$ cat src/rtl/quad_decoder.sv
// quad_decoder: synchronised quadrature decoder with up/down position counter,
// sticky illegal-transition flag and a post-reset settling phase.
module quad_decoder #(
    parameter int WIDTH       = 4,
    parameter int SYNC_STAGES = 2
) (
    input  logic             clk,
    input  logic             reset,
    input  logic             enable,
    input  logic             clear,
    input  logic             phase_a,
    input  logic             phase_b,
    output logic             step,
    output logic             dir,
    output logic [WIDTH-1:0] position,
    output logic             error
);
    typedef enum logic {INIT, RUN} state_t;

    state_t                 state, state_nx;
    logic [2:0]             cnt, cnt_nx;
    logic [SYNC_STAGES-1:0] sync_a, sync_b;
    logic [1:0]             prev_ab, cur_ab;
    logic [3:0]             tr;
    logic                   up, down, bad, run;
    logic                   up_q, down_q, bad_q;

    assign cur_ab = {sync_a[SYNC_STAGES-1], sync_b[SYNC_STAGES-1]};
    assign tr     = {prev_ab, cur_ab};
    assign up     = (tr == 4'b0010) || (tr == 4'b1011) || (tr == 4'b1101) || (tr == 4'b0100);
    assign down   = (tr == 4'b0001) || (tr == 4'b0111) || (tr == 4'b1110) || (tr == 4'b1000);
    assign bad    = &(prev_ab ^ cur_ab);
    assign run    = (state == RUN);

    // INIT lets the synchronisers and prev_ab settle before any decode is trusted
    always_comb begin
        state_nx = state;
        cnt_nx   = cnt;
        if (state == INIT) begin
            cnt_nx = cnt + 3'd1;
            if (cnt == 3'(SYNC_STAGES)) begin
                state_nx = RUN;
                cnt_nx   = '0;
            end
        end
    end

    always_ff @(posedge clk or negedge reset) begin
        if (!reset) begin
            state <= INIT;
            cnt   <= '0;
        end else begin
            state <= state_nx;
            cnt   <= cnt_nx;
        end
    end

    always_ff @(posedge clk or negedge reset) begin
        if (!reset) begin
            sync_a   <= '0;
            sync_b   <= '0;
            prev_ab  <= '0;
            up_q     <= 1'b0;
            down_q   <= 1'b0;
            bad_q    <= 1'b0;
            step     <= 1'b0;
            dir      <= 1'b1;
            position <= '0;
            error    <= 1'b0;
        end else begin
            sync_a   <= {sync_a[SYNC_STAGES-2:0], phase_a};
            sync_b   <= {sync_b[SYNC_STAGES-2:0], phase_b};
            prev_ab  <= cur_ab;
            up_q     <= run && enable && up;
            down_q   <= run && enable && down;
            bad_q    <= run && bad;
            step     <= up_q || down_q;
            if (up_q || down_q)
                dir <= up_q;
            // clear wins over a coincident step; the pulse itself still goes out
            if (clear)
                position <= '0;
            else if (up_q)
                position <= position + WIDTH'(1);
            else if (down_q)
                position <= position - WIDTH'(1);
            if (clear)
                error <= 1'b0;
            else if (bad_q)
                error <= 1'b1;
        end
    end
endmodule

$ cat config.mk
export PLATFORM = sky130hd
export DESIGN_NAME = quad_decoder
export DESIGN_NICKNAME = d
export VERILOG_FILES = /design/src/rtl/quad_decoder.sv
export SDC_FILE = /design/constraint.sdc
export NUM_CORES = 1
export LEC_CHECK = 0
export ABC_AREA = 1
export CAP_MARGIN = 20
export CELL_PAD_IN_SITES_DETAIL_PLACEMENT = 1
export CELL_PAD_IN_SITES_GLOBAL_PLACEMENT = 1
export CORE_MARGIN = 5
export CORE_UTILIZATION = 39
export CTS_CLUSTER_DIAMETER = 60
export DETAILED_ROUTE_END_ITERATION = 10
export MAX_ROUTING_LAYER = met4
export PLACE_DENSITY = 0.8
export SKIP_LAST_GASP = 1
export SYNTH_ARGS = -nofsm -noshare
export SYNTH_HDL_FRONTEND = slang
export SYNTH_SLANG_ARGS = --single-unit
export TNS_END_PERCENT = 10
$ cat constraint.sdc
create_clock -name clk -period 1.51 [get_ports clk]
set_input_delay 0.2265 -clock clk [delete_from_list [all_inputs] [get_ports clk]]
set_output_delay 0.2265 -clock clk [all_outputs]
set_load 0.02 [all_outputs]
== Word-level counts from Yosys, hierarchy flattened ==
Index checks and enable logic that the tools add are counted.
Storage, ports and cells
  bits of input ports: 6
  word-level logic and storage cells: 47
  bits in registers: 20
  output and inout port bits: 7
Operators by class
  reduce and logical (&&, ||, !) cells: 14
  add/subtract/negate cells: 3
  bitwise gates (word level): 1
  multiplexer cells: 8
  equal/unequal tests: 9
Operators by type and width (count)
  == test 4 bit (second input constant): 4
  2-to-1 mux 4 bit: 3
  == test 4 x 3 -> 1 bit (second input constant): 2
  logical OR 1 bit: 7
  adder 4 x 1 -> 4 bit (second input constant): 1
  == test 4 x 1 -> 1 bit (second input constant): 1
  == test 4 x 2 -> 1 bit (second input constant): 1
  logical AND 1 bit: 4
  2-to-1 mux 1 bit: 4
  subtractor 4 x 1 -> 4 bit (second input constant): 1
  adder 3 x 1 -> 3 bit (second input constant): 1
  == test 3 x 2 -> 1 bit (second input constant): 1
  2-to-1 mux 3 bit: 1
  nonzero test 3 bit: 1
  AND reduction 2 bit: 1
  nonzero test 2 bit: 1
  bitwise XOR 2 bit: 1

== Longest topological paths before layout ==
Gate-level depths: netlist (run 1).
  depth in word-level cells: 5
  mapped depth: 9

== Worst setup path before layout (run 1) ==
Ideal clock, no wire load.
  kind: reg2reg
  start point: reg position[0]
  end point: reg position[2]
  clock period less this slack: 1.358 ns
  data required time: 1.433 ns
  arrival: 1.281 ns
  stages on the path, launching flop included: 5
  path slack: 0.152 ns
  path buffers: 0
  setup time: 0.077 ns
  cell sequence: dfrtp_1 inv_1 fa_1 xor2_1 a21oi_1
Between the ends
  word-level cells in the longest chain between the ends: 4
  elaborated cells between the ends (all ways): 5
  those cells by class: add/sub (2); mux (3)
Ends and longest elaborated chain
  from (decl): line 15  | output logic [WIDTH-1:0] position,
  from (signal assigned): line 84  | position <= position + WIDTH'(1);
  from (signal assigned): line 86  | position <= position - WIDTH'(1);
  subtractor 4 x 1 -> 4 bit: line 86
  2-to-1 mux 4 bit: line 85  | else if (down_q)
  2-to-1 mux 4 bit (*): line 83  | else if (up_q)
  2-to-1 mux 4 bit (*): line 81  | if (clear)
Every way passes the cells marked *; elsewhere a longest branch is shown, timed or not. The select of a mux whose other input is x is not followed.
A chain may end at the register's enable or synchronous reset.

== Worst setup path after layout (run 1) ==
  start point: reg position[2]
  end point: out position[2]
No word-level cell between the ends.

==> reports/summary.txt, run 1 <==
outcome: finished, violations left
failing checks: setup timing
Layout Skew: 5.81 ps
Layout area overhead: 25.2%
port bufs: 12
Synth cell types: 22
DR iter-0 viols: 2
Critical Path RT: 1280 ps
Area contributors post-synth: dfrtp_1 58%, nand2_1 5.9%, inv_1 4.1%
setup tns final: -66.7 ps
Slew @ Worst Pin: 367 ps
setup violators final: 2
core area: 1980 um2
pin count of the biggest net entering global routing: 14
Yosys top cell area share: 0.579
GRT Total Usage: 0.108
Sequential cell area: 502 um2
synthesized net count: 86
Worst VDD drop: 753 uV
final core utilization: 0.518
# IOs: 13
LEAKAGE: 0.505 nW
hold buffer count at CTS: 0
Sw Share: 0.274
DR vias: 568
Rel. slew slack: 0.755
critical-path maximum fanout: 3
synthesis-stage register bit count: 20
Yosys top cell by area: dfrtp_1
max-cap viol count: 0
Reg power frac: 0.530
critical path type: reg -> out
arrival time at the worst endpoint: 1320 ps
post-DP HPWL: 1250 um
fin worst setup slack: -37.4 ps
DIE HEIGHT: 55.9 um
layout cells sized above 1: 0.116
multi-input logic area: 272 um2
initial antenna violation count: 0
grt ovf: 0
crit-path cells: clkdlybuf4s50_1
switching pwr: 0.313 mW
cell-internal power: 0.830 mW
# nets final: 105
CTS buffer count: 3
Max Fclk: 646 MHz
Post-Route WL: 1540 um
Seq/Total Area, Yosys: 0.611
drt wl/cell: 12.6 um
RD Place Congestion: 0.685
unrepaired setup endpoints after global routing: true
Pwr Total: 1.14 mW
Final ANT Viol Nets: 0
dominant cell by count in the synthesized netlist: dfrtp_1
ys async rst share: 1.00
CTS root buffer: clkbuf_4
CTS clk-pin slew, worst paths: 110 ps
Post-synth top flop: dfrtp_1
Slew Limit Fails: 0
# rows: 16
Hold Vio Cnt, Final: 0
Detailed Routing Iterations Pass 1: 4
Gate Count Post-Synth: 77
Post-synth EDFFs: 0
global-route wire length before repair: 2620 um
fillers: 222
Commonest cells post-synth: 19 x dfrtp_1, 13 x nand2_1, 9 x inv_1
min cycle time layout: 1550 ps
Critical Path Max Stage Delay: 620 ps
Hold Path Class: in -> async
H-tree Lvls: 1
Clock power frac: 0.264
setup repair bufs after CTS: 0
Initial Util: 0.414
Syn Area/Cell: 10.7 um2
Crit path max-delay family: buffers and inverters
Gate power share: 0.205
CP Launch Type: flop
latest clock arrival within the worst-skew pair: 290 ps
Power Density: 1110 nW/um2
Yosys Warn Count: 0
# clock sinks: 20
DRC errors left: 0
CTS max path bufs: 2
fin crit share: 1.02
TritonCTS clock tree: built
Avg Vias per Cell: 4.66
die area: 3120 um2
slowest CP cell: clkdlybuf4s50_1
vias in the first global route: 612
Crit. End Element: output port
Worst Path Buf+Inv: 1
cell area after synthesis: 821 um2
Die Wd: 55.9 um
Antenna diodes: 0
==> metrics by stage <==
stage               std cells  hold slack, ps  setup slack, ps  area [um2]
CTS                       122             201            -73.0        1020
global placement          118             334              184         990
global route              122             196            -85.7        1030
floorplan                  77           -69.1              152         821
finish                    122             195            -37.4        1030
detailed placement        118             343              181         990
==> timing repair <==
item                       4_1_cts  5_1_grt
cloned                           0        0
setup endpoints to repair        6        5
gates resized for setup          1        1
==> layer usage <==
layer  global-route usage  wire length (um)
met4               0.0508                 6
met2                0.189               834
met3               0.0209                73
met1                0.116               627
met5                    -                 0
==> flip-flops by register name (all words and copies together), names as in the netlist <==
register,cells
position,4
cnt,3
prev_ab,2
sync_a,2
sync_b,2
bad_q,1
dir,1
down_q,1
error,1
run,1
step,1
up_q,1
==> power by group through the flow <==
stage / sequential (mW) / combinational [mW] / clock, mW
global route: 0.609 / 0.263 / 0.345
CTS: 0.607 / 0.243 / 0.315
detailed placement: 0.618 / 0.246 / 0
finish: 0.606 / 0.235 / 0.302
global placement: 0.614 / 0.235 / 0
floorplan: 0.647 / 0.106 / 0
==> worst paths after layout <==
check | from | to | slack (ps) | cells past startpoint
min reg2reg | sync_a[0] | sync_a[1] | 370 | 0
min | reset | sync_b[1] | 190 | 1
max in group asynchronous | reset | position[2] | 810 | 2
max | position[2] | position[2] | -40 | 1
min in group clk | phase_b | sync_b[0] | 360 | 1
max reg2reg | up_q | position[2] | 170 | 4
==> layout make-up <==
type	instances	share of cell area
flip-flops and latches	20	0.488
multi-input cells	45	0.264
repair buffers	14	0.133
inverters	12	0.0463
clock buffers	4	0.0353
well taps	27	0.0329
==> placed cells by master, fill, tap and decap left out <==
cell type,synthesis,layout
nor2_1,6,6
clkbuf_4,0,3
clkinv_1,1,1
o21ai_1,2,2
dfrtp_1,19,19
dlymetal6s2s_1,0,1
inv_2,1,1
nand2_1,13,13
xnor2_1,2,2
a21oi_1,5,5
inv_1,9,9
fa_1,1,1
o21a_1,1,1
a211oi_2,1,1
ha_1,2,2
clkbuf_8,0,1
xor2_1,3,3
dfstp_2,1,1
o21ai_0,2,2
nand3_1,3,3
and3b_1,1,1
dlygate4sd2_1,0,1
nor3_1,1,1
nor2_4,1,1
buf_4,0,2
inv_4,1,1
clkdlybuf4s50_1,0,10
or2_1,1,1
==> logic make-up (layout without fill, tap and decap cells) <==
| family | Yosys count | after routing | share of synthesized area |
|---|---|---|---|
| AO/OA/AOI/OAI | 11 | 11 | 0.0793 |
| AND/OR/NAND/NOR | 26 | 26 | 0.143 |
| XOR/XNOR | 5 | 5 | 0.0534 |
| flip-flops | 20 | 20 | 0.611 |
| buffers and inverters | 12 | 30 | 0.0579 |
| adder cells (fa/ha/maj) | 3 | 3 | 0.0549 |
(Power assumes the default switching activity.)
==> inputs of run 2 (changes only) <==
--- a/config.mk
+++ b/config.mk
@@ -12,7 +12,9 @@
 export CORE_MARGIN = 5
 export CORE_UTILIZATION = 39
 export CTS_CLUSTER_DIAMETER = 60
+export CTS_CLUSTER_SIZE = 12
 export DETAILED_ROUTE_END_ITERATION = 10
+export HOLD_SLACK_MARGIN = 0.02
 export MAX_ROUTING_LAYER = met4
 export PLACE_DENSITY = 0.8
 export SKIP_LAST_GASP = 1
==> results of run 2 <==
Final layout, timing and power as in run 1 (identical DEF).
